[src/rtl/gpio_bank.sv]
// gpio_bank: parameterised GPIO controller with per-pin direction, synchronised and
// optionally debounced inputs, edge-pending interrupts and a single-cycle register port.

module gpio_pin #(
  parameter int SYNC_STAGES = 2,
  parameter int DEB_CNT_W   = 4
) (
  input  logic                 gclk,
  input  logic                 grst_n,
  input  logic                 pad,
  input  logic                 tick,
  input  logic                 deb_clr,
  input  logic [DEB_CNT_W-1:0] thr,
  output logic                 filt,
  output logic                 rise,
  output logic                 fall
);
  logic [SYNC_STAGES-1:0] sync;
  logic [DEB_CNT_W-1:0]   cnt, cnt_inc;
  logic                   sync_o, filt_q;

  assign sync_o  = sync[SYNC_STAGES-1];
  assign cnt_inc = (cnt == '1) ? cnt : cnt + 1'b1;
  assign rise    = filt & ~filt_q;
  assign fall    = ~filt & filt_q;

  always_ff @(posedge gclk) begin
    if (!grst_n) begin
      sync   <= '0;
      cnt    <= '0;
      filt   <= 1'b0;
      filt_q <= 1'b0;
    end else begin
      sync   <= {sync[SYNC_STAGES-2:0], pad};
      filt_q <= filt;
      if (thr == '0) begin
        filt <= sync_o;
        cnt  <= '0;
      end else if (deb_clr || sync_o == filt) begin
        // agreement or a bounce back restarts the stability count
        cnt <= '0;
      end else if (tick) begin
        if (cnt_inc >= thr) begin
          filt <= sync_o;
          cnt  <= '0;
        end else begin
          cnt <= cnt_inc;
        end
      end
    end
  end
endmodule

module gpio_bank #(
  parameter int N_PINS      = 8,
  parameter int SYNC_STAGES = 2,
  parameter int PRESC_W     = 16,
  parameter int DEB_CNT_W   = 4
) (
  input  logic              sys_clk_i,
  input  logic              rstn_i,
  input  logic              req_i,
  input  logic              we_i,
  input  logic [4:0]        addr_i,
  input  logic [31:0]       wdata_i,
  output logic [31:0]       rdata_o,
  output logic              ack_o,
  input  logic [N_PINS-1:0] gpio_val_i,
  output logic [N_PINS-1:0] gpio_val_o,
  output logic [N_PINS-1:0] gpio_dir_o,
  output logic              irq_o
);
  typedef enum logic [2:0] {
    R_DIR, R_OUT, R_IN, R_RISE, R_FALL, R_PEND, R_THR, R_TGL
  } reg_sel_e;

  typedef struct packed {
    logic        wr;
    logic        rd;
    reg_sel_e    sel;
    logic [31:0] wdata;
  } reg_req_t;

  reg_req_t             rq;
  logic [N_PINS-1:0]    dir_q, out_q, ren_q, fen_q, pend_q;
  logic [N_PINS-1:0]    dir_d, out_d, ren_d, fen_d, pend_d, clr;
  logic [N_PINS-1:0]    filt, rise, fall, wmask;
  logic [DEB_CNT_W-1:0] thr_q, thr_d;
  logic [PRESC_W-1:0]   presc_q;
  logic [31:0]          rd_mux;
  logic                 tick, thr_wr, unused_wdata;

  // only word-aligned addresses hit a register; byte offsets are unmapped
  assign rq.wr    = req_i && we_i && (addr_i[1:0] == 2'b00);
  assign rq.rd    = req_i && !we_i && (addr_i[1:0] == 2'b00);
  assign rq.sel   = reg_sel_e'(addr_i[4:2]);
  assign rq.wdata = wdata_i;

  assign wmask        = rq.wdata[N_PINS-1:0];
  assign tick         = &presc_q;
  assign thr_wr       = rq.wr && rq.sel == R_THR;
  assign unused_wdata = ^wdata_i;

  gpio_pin #(.SYNC_STAGES(SYNC_STAGES), .DEB_CNT_W(DEB_CNT_W)) u_pin [N_PINS-1:0] (
    .gclk    (sys_clk_i),
    .grst_n  (rstn_i),
    .pad     (gpio_val_i),
    .tick    (tick),
    .deb_clr (thr_wr),
    .thr     (thr_q),
    .filt    (filt),
    .rise    (rise),
    .fall    (fall)
  );

  always_comb begin
    dir_d = dir_q;
    out_d = out_q;
    ren_d = ren_q;
    fen_d = fen_q;
    thr_d = thr_q;
    clr   = '0;
    if (rq.wr) begin
      case (rq.sel)
        R_DIR:   dir_d = wmask;
        R_OUT:   out_d = wmask;
        R_RISE:  ren_d = wmask;
        R_FALL:  fen_d = wmask;
        R_PEND:  clr   = wmask;
        R_THR:   thr_d = rq.wdata[DEB_CNT_W-1:0];
        R_TGL:   out_d = out_q ^ wmask;
        default: ;
      endcase
    end
    // a fresh edge beats a simultaneous W1C
    pend_d = (pend_q & ~clr) | (rise & ren_q) | (fall & fen_q);
  end

  always_comb begin
    rd_mux = '0;
    case (rq.sel)
      R_DIR:   rd_mux[N_PINS-1:0]    = dir_q;
      R_OUT:   rd_mux[N_PINS-1:0]    = out_q;
      R_IN:    rd_mux[N_PINS-1:0]    = filt;
      R_RISE:  rd_mux[N_PINS-1:0]    = ren_q;
      R_FALL:  rd_mux[N_PINS-1:0]    = fen_q;
      R_PEND:  rd_mux[N_PINS-1:0]    = pend_q;
      R_THR:   rd_mux[DEB_CNT_W-1:0] = thr_q;
      default: ;
    endcase
  end

  always_ff @(posedge sys_clk_i) begin
    if (!rstn_i) begin
      dir_q   <= '0;
      out_q   <= '0;
      ren_q   <= '0;
      fen_q   <= '0;
      pend_q  <= '0;
      thr_q   <= '0;
      presc_q <= '0;
      irq_o   <= 1'b0;
      ack_o   <= 1'b0;
      rdata_o <= '0;
    end else begin
      dir_q   <= dir_d;
      out_q   <= out_d;
      ren_q   <= ren_d;
      fen_q   <= fen_d;
      pend_q  <= pend_d;
      thr_q   <= thr_d;
      presc_q <= presc_q + 1'b1;
      irq_o   <= |(pend_d & (ren_d | fen_d));
      ack_o   <= req_i;
      rdata_o <= rq.rd ? rd_mux : '0;
    end
  end

  assign gpio_dir_o = ~dir_q;
  assign gpio_val_o = out_q;
endmodule
[config.mk]
export PLATFORM = sky130hd
export DESIGN_NAME = gpio_bank
export DESIGN_NICKNAME = d
export VERILOG_FILES = /design/src/rtl/gpio_bank.sv
export SDC_FILE = /design/constraint.sdc
export NUM_CORES = 1
export LEC_CHECK = 0
export CAP_MARGIN = 40
export CORE_ASPECT_RATIO = 0.8
export CORE_MARGIN = 2
export CORE_UTILIZATION = 62
export CTS_BUF_LIST = sky130_fd_sc_hd__clkbuf_2 sky130_fd_sc_hd__clkbuf_4 sky130_fd_sc_hd__clkbuf_8
export DETAILED_ROUTE_END_ITERATION = 16
export PLACE_DENSITY = 0.87
export SYNTH_ARGS = -nofsm -noshare
export SYNTH_HDL_FRONTEND = slang
export SYNTH_SLANG_ARGS = --single-unit
[constraint.sdc]
create_clock -name sys_clk_i -period 4.1 [get_ports sys_clk_i]
set_input_delay 0.82 -clock sys_clk_i [delete_from_list [all_inputs] [get_ports sys_clk_i]]
set_output_delay 0.82 -clock sys_clk_i [all_outputs]
set_load 0.02 [all_outputs]
==> results by group, run 1 <==
Global route
  • Global-route wire length before repair: 27700 um
  • GR Overflow Total: 0
  • GRT Overall Usage: 0.267
  • Largest net degree at the start of global routing: 55
  • Vias in the first global route: 5702
  • Initial antenna violation count: 0

Clock tree
  • Post-CTS Hold Fix Bufs: 0
  • H-tree Lvls: 4
  • # resized after CTS: 0
  • Setup Buffers After CTS: 0
  • Worst-Skew Late Latency: 0.45 ns
  • Clock root buffer: clkbuf_8
  • Max clock buf depth: 2
  • CTS sink count: 134
  • Clock-pin slew on the worst setup and hold paths: 0.08 ns
  • CTS tree: built
  • CTS Buf Count: 17

Critical path
  • CP required: 4.43 ns
  • Reg2reg start: u_pin[4].cnt[0]
  • Setup CP Type: input port to register
  • CP cell instances: clkdlybuf4s50_1 -> buf_4 -> nand3b_1 -> nor2_2 -> nand2_1 -> a21oi_1 -> o32ai_1 -> o41a_1
  • Critical Path AT: 3.23 ns
  • Slowest cell on crit path: clkdlybuf4s50_1
  • Crit-path max FO: 21
  • CP max stage delay: 0.59 ns
  • Cell family with the largest share of critical-path delay: buffers and inverters
  • Endpoint class of the critical path: register
  • Reg-to-reg endpoint: u_pin[4].filt
  • Buf+Inv Stages, Crit Path: 2
  • R2R depth: 9
  • FF-to-FF setup slack: 1.25 ns
  • Critical Path Start Type: input port

Finish
  • Register bank with the most flops: u_pin.cnt
  • Share of cells above drive strength 1: 0.0855
  • Most frequent cells in the layout: dfxtp_1, nand2_1, nor2_1
  • Max reg flops: 32
  • Most common cell after layout, fill and taps aside: dfxtp_1
  • Synthesis-to-layout area growth: 12.7%
  • Nets: 1001
  • Antenna cell count: 0
  • Post-Layout Cell Count: 1072
  • Regs by FF count: u_pin.cnt: 32 flops, presc_q: 16 flops, u_pin.sync: 16 flops
  • Fill cells: 891

Routing
  • Antenna violation net count after detailed routing: 0
  • Drt via density: 5.95
  • Final Routed Wirelength: 16900 um
  • DRT iter0 DRCs: 694
  • Pre-antenna DRT Iters: 6
  • Post-route DRC violation count: 0
  • Drt wl/cell: 15.8 um
  • Vias: 6375

STA
  • Slew @ Worst Pin: 0.756 ns
  • Hold Vio Cnt, Final: 0
  • Setup violators final: 0
  • Clock Skews: 0.0101 ns
  • Ratio of final minimum period to clock period: 0.708
  • Minimum clock period: 2.90 ns
  • Relative slew margins: 0.492
  • Setup_tns: 0 ns
  • RSZ-0062 raised after global routing: false
  • Max Slew Vio Count: 0
  • Peak Freq: 345 MHz

Yosys
  • Register area share after synthesis: 0.362
  • Synthesized flop and latch total: 134
  • Async SR Flop Fraction: 0
  • Predominant post-synthesis flop cell: dfxtp_1
  • Mapped Area: 7410 sq um
  • Syn. warnings: 0
  • EDFF count, synth: 0
  • Post-Syn Instances: 864
  • Syn_area_per_cell: 8.57 sq um
  • Synth cell types: 62

Pwr
  • Clk pwr share: 0.427
  • Sw Ratio: 0.254
  • Cell internal pwr: 0.00193 W
  • Leak: 3.16 nW
  • Combinational share of power: 0.059
  • Switch Pwr: 0.000659 W
  • Pwr Density: 310 nW/um^2
  • Reg power frac: 0.514
  • VDD IR max: 0.213 mV

Die
  • Die height: 102 um
  • Core ar.: 11600 sq um
  • Die X: 126 um
  • IO Pins: 99
  • Starting Density: 0.641
  • Die area: 12800 sq um
  • Row cnt: 35

Worst hold path
  • Hold path depth: 1
  • Hold Crit Class: register to register
  • Worst hold path startpoint: u_pin[2].sync[0]
  • Worst hold endpoint: u_pin[2].sync[1]

Status
  • Outcome: complete, no violations

Place
  • Post-Place Cells: 1040
  • Dpl hpwl: 11600 um
  • PortBufs: 50
  • Routability congestion estimate: 0.920

Job
  • Maxcap violations: 0
[Yosys cell counts, types with 14 or more instances]
library cell | count | area share
a21o_1 | 20 | 0.020
a21oi_1 | 49 | 0.033
and2_1 | 44 | 0.037
buf_4 | 27 | 0.027
clkbuf_1 | 21 | 0.011
dfxtp_1 | 134 | 0.36
ha_1 | 41 | 0.069
inv_1 | 22 | 0.011
mux2_2 | 16 | 0.024
mux2i_1 | 32 | 0.043
nand2_1 | 111 | 0.056
nand3_1 | 43 | 0.029
nor2_1 | 66 | 0.033
nor2b_1 | 31 | 0.026
nor3_1 | 18 | 0.012
o21ai_0 | 17 | 0.011
o22ai_1 | 14 | 0.012
xnor2_1 | 20 | 0.024
xor2_1 | 19 | 0.022
[area by class of cell]
type	count	area, sq um	area share
clock buffers	18	241	0.0289
clock inverters	14	149	0.0178
inverters	22	82.6	0.00989
multi-input cells	672	4390	0.526
flip-flops and latches	134	2680	0.321
well taps	148	185	0.0222
repair buffers	64	613	0.0735
[power by group through the flow]
stage | clock network (W) | registers [W] | logic [W]
finish | 0.00111 | 0.00133 | 0.000154
global route | 0.00117 | 0.00133 | 0.000166
CTS | 0.00111 | 0.00133 | 0.000152
detailed placement | 0 | 0.00136 | 0.000151
global placement | 0 | 0.00136 | 0.000146
floorplan | 0 | 0.00136 | 0.000115
[through the flow]
step	cell area [sq um]	hold WS (ns)	power (W)	worst slack (ns)	utilization
after floorplan	7490	0.412	0.00147	1.66	-
after global placement	7940	0.416	0.00151	0.913	0.686
after detailed placement	7960	0.419	0.00151	0.855	0.688
after CTS	8350	0.438	0.00260	1.29	0.722
after global routing	8350	0.461	0.00267	1.11	0.722
final	8350	0.437	0.00259	1.20	0.722
[layer usage]
layer / vias to the layer above / wire length, um / global-route usage / part of all wire
met3: 36 / 1370 / 0.0623 / 0.081
li1: 3074 / - / - / -
met4: 0 / 231 / 0.0904 / 0.014
met5: - / 0 / 0 / 0
met1: 2982 / 7620 / 0.362 / 0.45
met2: 283 / 7690 / 0.426 / 0.45
[worst max-delay path by stage]
stage	startpoint	endpoint	cells past startpoint
after detailed placement	addr_i[4]	irq_o	8
after CTS	u_pin[4].cnt[0]	u_pin[4].filt	9
after global placement	addr_i[2]	irq_o	6
final	addr_i[4]	irq_o	8
after floorplan	u_pin[7].cnt[0]	u_pin[7].filt	9
after global routing	addr_i[4]	irq_o	8
[logic make-up after synthesis]
group / after synthesis / share of synthesized area
mux: 50 / 0.0737
xor+xnor: 39 / 0.0461
simple gates: 355 / 0.242
flops: 134 / 0.362
buf+inv: 81 / 0.0571
fa+ha+maj: 41 / 0.0693
compound gates: 163 / 0.149
other cells: 1 / 0.000506
No activity file was read; power rests on OpenSTA's default activity.
==> run 2: changes to the inputs <==
--- a/config.mk
+++ b/config.mk
@@ -8,10 +8,10 @@
 export CAP_MARGIN = 40
 export CORE_ASPECT_RATIO = 0.8
 export CORE_MARGIN = 2
-export CORE_UTILIZATION = 62
+export CORE_UTILIZATION = 52
 export CTS_BUF_LIST = sky130_fd_sc_hd__clkbuf_2 sky130_fd_sc_hd__clkbuf_4 sky130_fd_sc_hd__clkbuf_8
 export DETAILED_ROUTE_END_ITERATION = 16
-export PLACE_DENSITY = 0.87
+export PLACE_DENSITY = 0.78
 export SYNTH_ARGS = -nofsm -noshare
 export SYNTH_HDL_FRONTEND = slang
 export SYNTH_SLANG_ARGS = --single-unit
==> constraint.sdc (replaced) <==
create_clock -name sys_clk_i -period 2.4 [get_ports sys_clk_i]
set_input_delay 0.48 -clock sys_clk_i [delete_from_list [all_inputs] [get_ports sys_clk_i]]
set_output_delay 0.48 -clock sys_clk_i [all_outputs]
set_load 0.02 [all_outputs]
==> results by group, run 2 (synthesis results as in run 1) <==
STA
  • Setup_tns: 0 ns (unchanged)
  • Max Slew Vio Count: 0 (unchanged)
  • Min Hold Slack: 0.434 ns (was 0.437 ns)
  • Setup violators final: 0 (unchanged)
  • Hold Vio Cnt, Final: 0 (unchanged)
  • Minimum clock period: 2.32 ns
  • Peak Freq: 430 MHz
  • Ratio of final minimum period to clock period: 0.969
  • Worst setup margin: 0.0750 ns (was 1.20 ns)
  • Clock Skews: 0.0139 ns (was 0.0101 ns)

Die
  • Starting Density: 0.539 (was 0.641)
  • Die area: 15200 sq um (was 12800 sq um)
  • Core ar.: 13700 sq um (was 11600 sq um)
  • Die X: 137 um (was 126 um)
  • Row cnt: 38 (was 35)
  • IO Pins: 99 (unchanged)
  • Die height: 111 um (was 102 um)

Routing
  • DRT iter0 DRCs: 462 (was 694)
  • Drt via density: 5.54 (was 5.95)
  • Drt wl/cell: 15.3 um (was 15.8 um)
  • Pre-antenna DRT Iters: 5 (was 6)
  • Final Routed Wirelength: 17900 um (was 16900 um)
  • Antenna violation net count after detailed routing: 0 (unchanged)
  • Vias: 6481 (was 6375)
  • Post-route DRC violation count: 0 (unchanged)

Place
  • PortBufs: 50 (unchanged)
  • Routability congestion estimate: 0.893 (was 0.920)
  • DP Worst Slack: -0.158 ns (was 0.855 ns)
  • Placed cell areas: 8540 sq um (was 7960 sq um)
  • Dpl hpwl: 12600 um (was 11600 um)

Clock tree
  • Post-CTS Hold Fix Bufs: 0 (unchanged)
  • CTS Buf Count: 17 (unchanged)
  • CTS tree: built (unchanged)
  • CTS sink count: 134 (unchanged)
  • Clock root buffer: clkbuf_8 (unchanged)
  • H-tree Lvls: 4 (unchanged)
  • Clock-pin slew on the worst setup and hold paths: 0.09 ns (was 0.08 ns)
  • Max clock buf depth: 2 (unchanged)
  • Worst-Skew Late Latency: 0.45 ns (about the same)

Job
  • Maxcap violations: 0 (unchanged)

Critical path
  • Setup CP Type: register to register (was input port to register)
  • CP required: 2.73 ns (was 4.43 ns)
  • CP startpoint: u_pin[0].cnt[0] (was addr_i[4])
  • Reg2reg start: u_pin[0].cnt[0] (was u_pin[4].cnt[0])
  • Critical Path AT: 2.66 ns (was 3.23 ns)
  • Critical Path Start Type: register (was input port)
  • Crit-path max FO: 5 (was 21)
  • Endpoint class of the critical path: register (unchanged)

Finish
  • Max reg flops: 32 (unchanged)
  • Most common cell after layout, fill and taps aside: dfxtp_1 (unchanged)
  • Synthesis-to-layout area growth: 22.5% (was 12.7%)
  • Antenna cell count: 0 (unchanged)
  • Regs by FF count: u_pin.cnt: 32 flops, presc_q: 16 flops, u_pin.sync: 16 flops (unchanged)
  • Share of cells above drive strength 1: 0.173 (was 0.0855)
  • Final instance area: 9070 sq um (was 8350 sq um)
  • Most frequent cells in the layout: dfxtp_1, nand2_1, buf_4 (was dfxtp_1, nand2_1, nor2_1)
  • Nets: 1067 (was 1001)
  • Register bank with the most flops: u_pin.cnt (unchanged)
  • Util after Layout: 0.660 (was 0.722)

Global route
  • Largest net degree at the start of global routing: 51 (was 55)
  • GR Overflow Total: 0 (unchanged)
  • Global-route wire length before repair: 28900 um (was 27700 um)
  • Vias in the first global route: 5954 (was 5702)
  • Initial antenna violation count: 0 (unchanged)
  • GRT Overall Usage: 0.239 (was 0.267)

Status
  • Outcome: complete, no violations (unchanged)

Worst hold path
  • Hold Crit Class: register to register (unchanged)
  • Worst hold path startpoint: u_pin[4].sync[0] (was u_pin[2].sync[0])

Pwr
  • VDD IR max: 0.664 mV (was 0.213 mV)
  • Leak: 3.53 nW (was 3.16 nW)
  • Pwr Density: 492 nW/um^2 (was 310 nW/um^2)
-- run 2: cell types whose count changed in the layout (fill, tap and decap cells not counted), moves of 6 or more --
cell / change
buf_4: +63
dfxtp_1: -6
a21oi_1: -7
dfxtp_2: +6
nand3_2: +6
nand3_1: -8
-- run 2: metrics by stage --
| stage | std cells | power (W) |
|---|---|---|
| final | 1170 | 0.00447 |
| after global routing | 1170 | 0.00461 |
| after CTS | 1169 | 0.00448 |
| after detailed placement | 1137 | 0.00261 |
| after global placement | 1137 | 0.00261 |
| after floorplan | 887 | 0.00251 |
-- run 2: worst paths after layout --
path	to	slack (ns)	cells after the start
worst max-delay path	u_pin[0].filt	0.08	10
worst min-delay path	u_pin[4].sync[1]	0.43	1
worst max register to register	u_pin[0].filt	0.08	10
worst min register to register	u_pin[4].sync[1]	0.43	1
-- run 2: repair_timing --
| action | CTS | global route |
|---|---|---|
| gates resized for setup | 3 | 30 |
| endpoints found under the setup margin | 5 | 38 |
| pin swaps | 0 | 7 |
| setup buffers | 0 | 1 |
-- run 2: layout make-up --
cell class	instances	area [sq um]
clock buffer	17	234
tap	180	225
inverter	22	82.6
timing repair buffer	130	1150
clock inverter	15	155
multi-input combinational	672	4540
fill	1133	4670
sequential	134	2690
-- run 2: critical path, cell delays in order, from the launching register on --
cell and delay [ns]:
dfxtp_2 0.37, ha_4 0.15, nand3_4 0.09, mux2_4 0.32, ha_1 0.29, a21o_1 0.11
a21o_1 0.17, a21oi_2 0.10, buf_4 0.16, a32o_1 0.20, a211o_1 0.26
-- run 2: routing by layer --
metal,routed length (um),track usage,vias to the layer above,share of wire
met2,8040,0.363,203,0.45
met4,248,0.0715,0,0.014
li1,-,-,3225,-
met5,0,0,-,0
met3,1120,0.0457,26,0.062
met1,8490,0.341,3027,0.47
-- run 2: power breakdown --
| group | switching (W) | internal (W) |
|---|---|---|
| sequential | 0.0000233 | 0.00225 |
| clock | 0.00104 | 0.000866 |
| combinational | 0.000162 | 0.000129 |
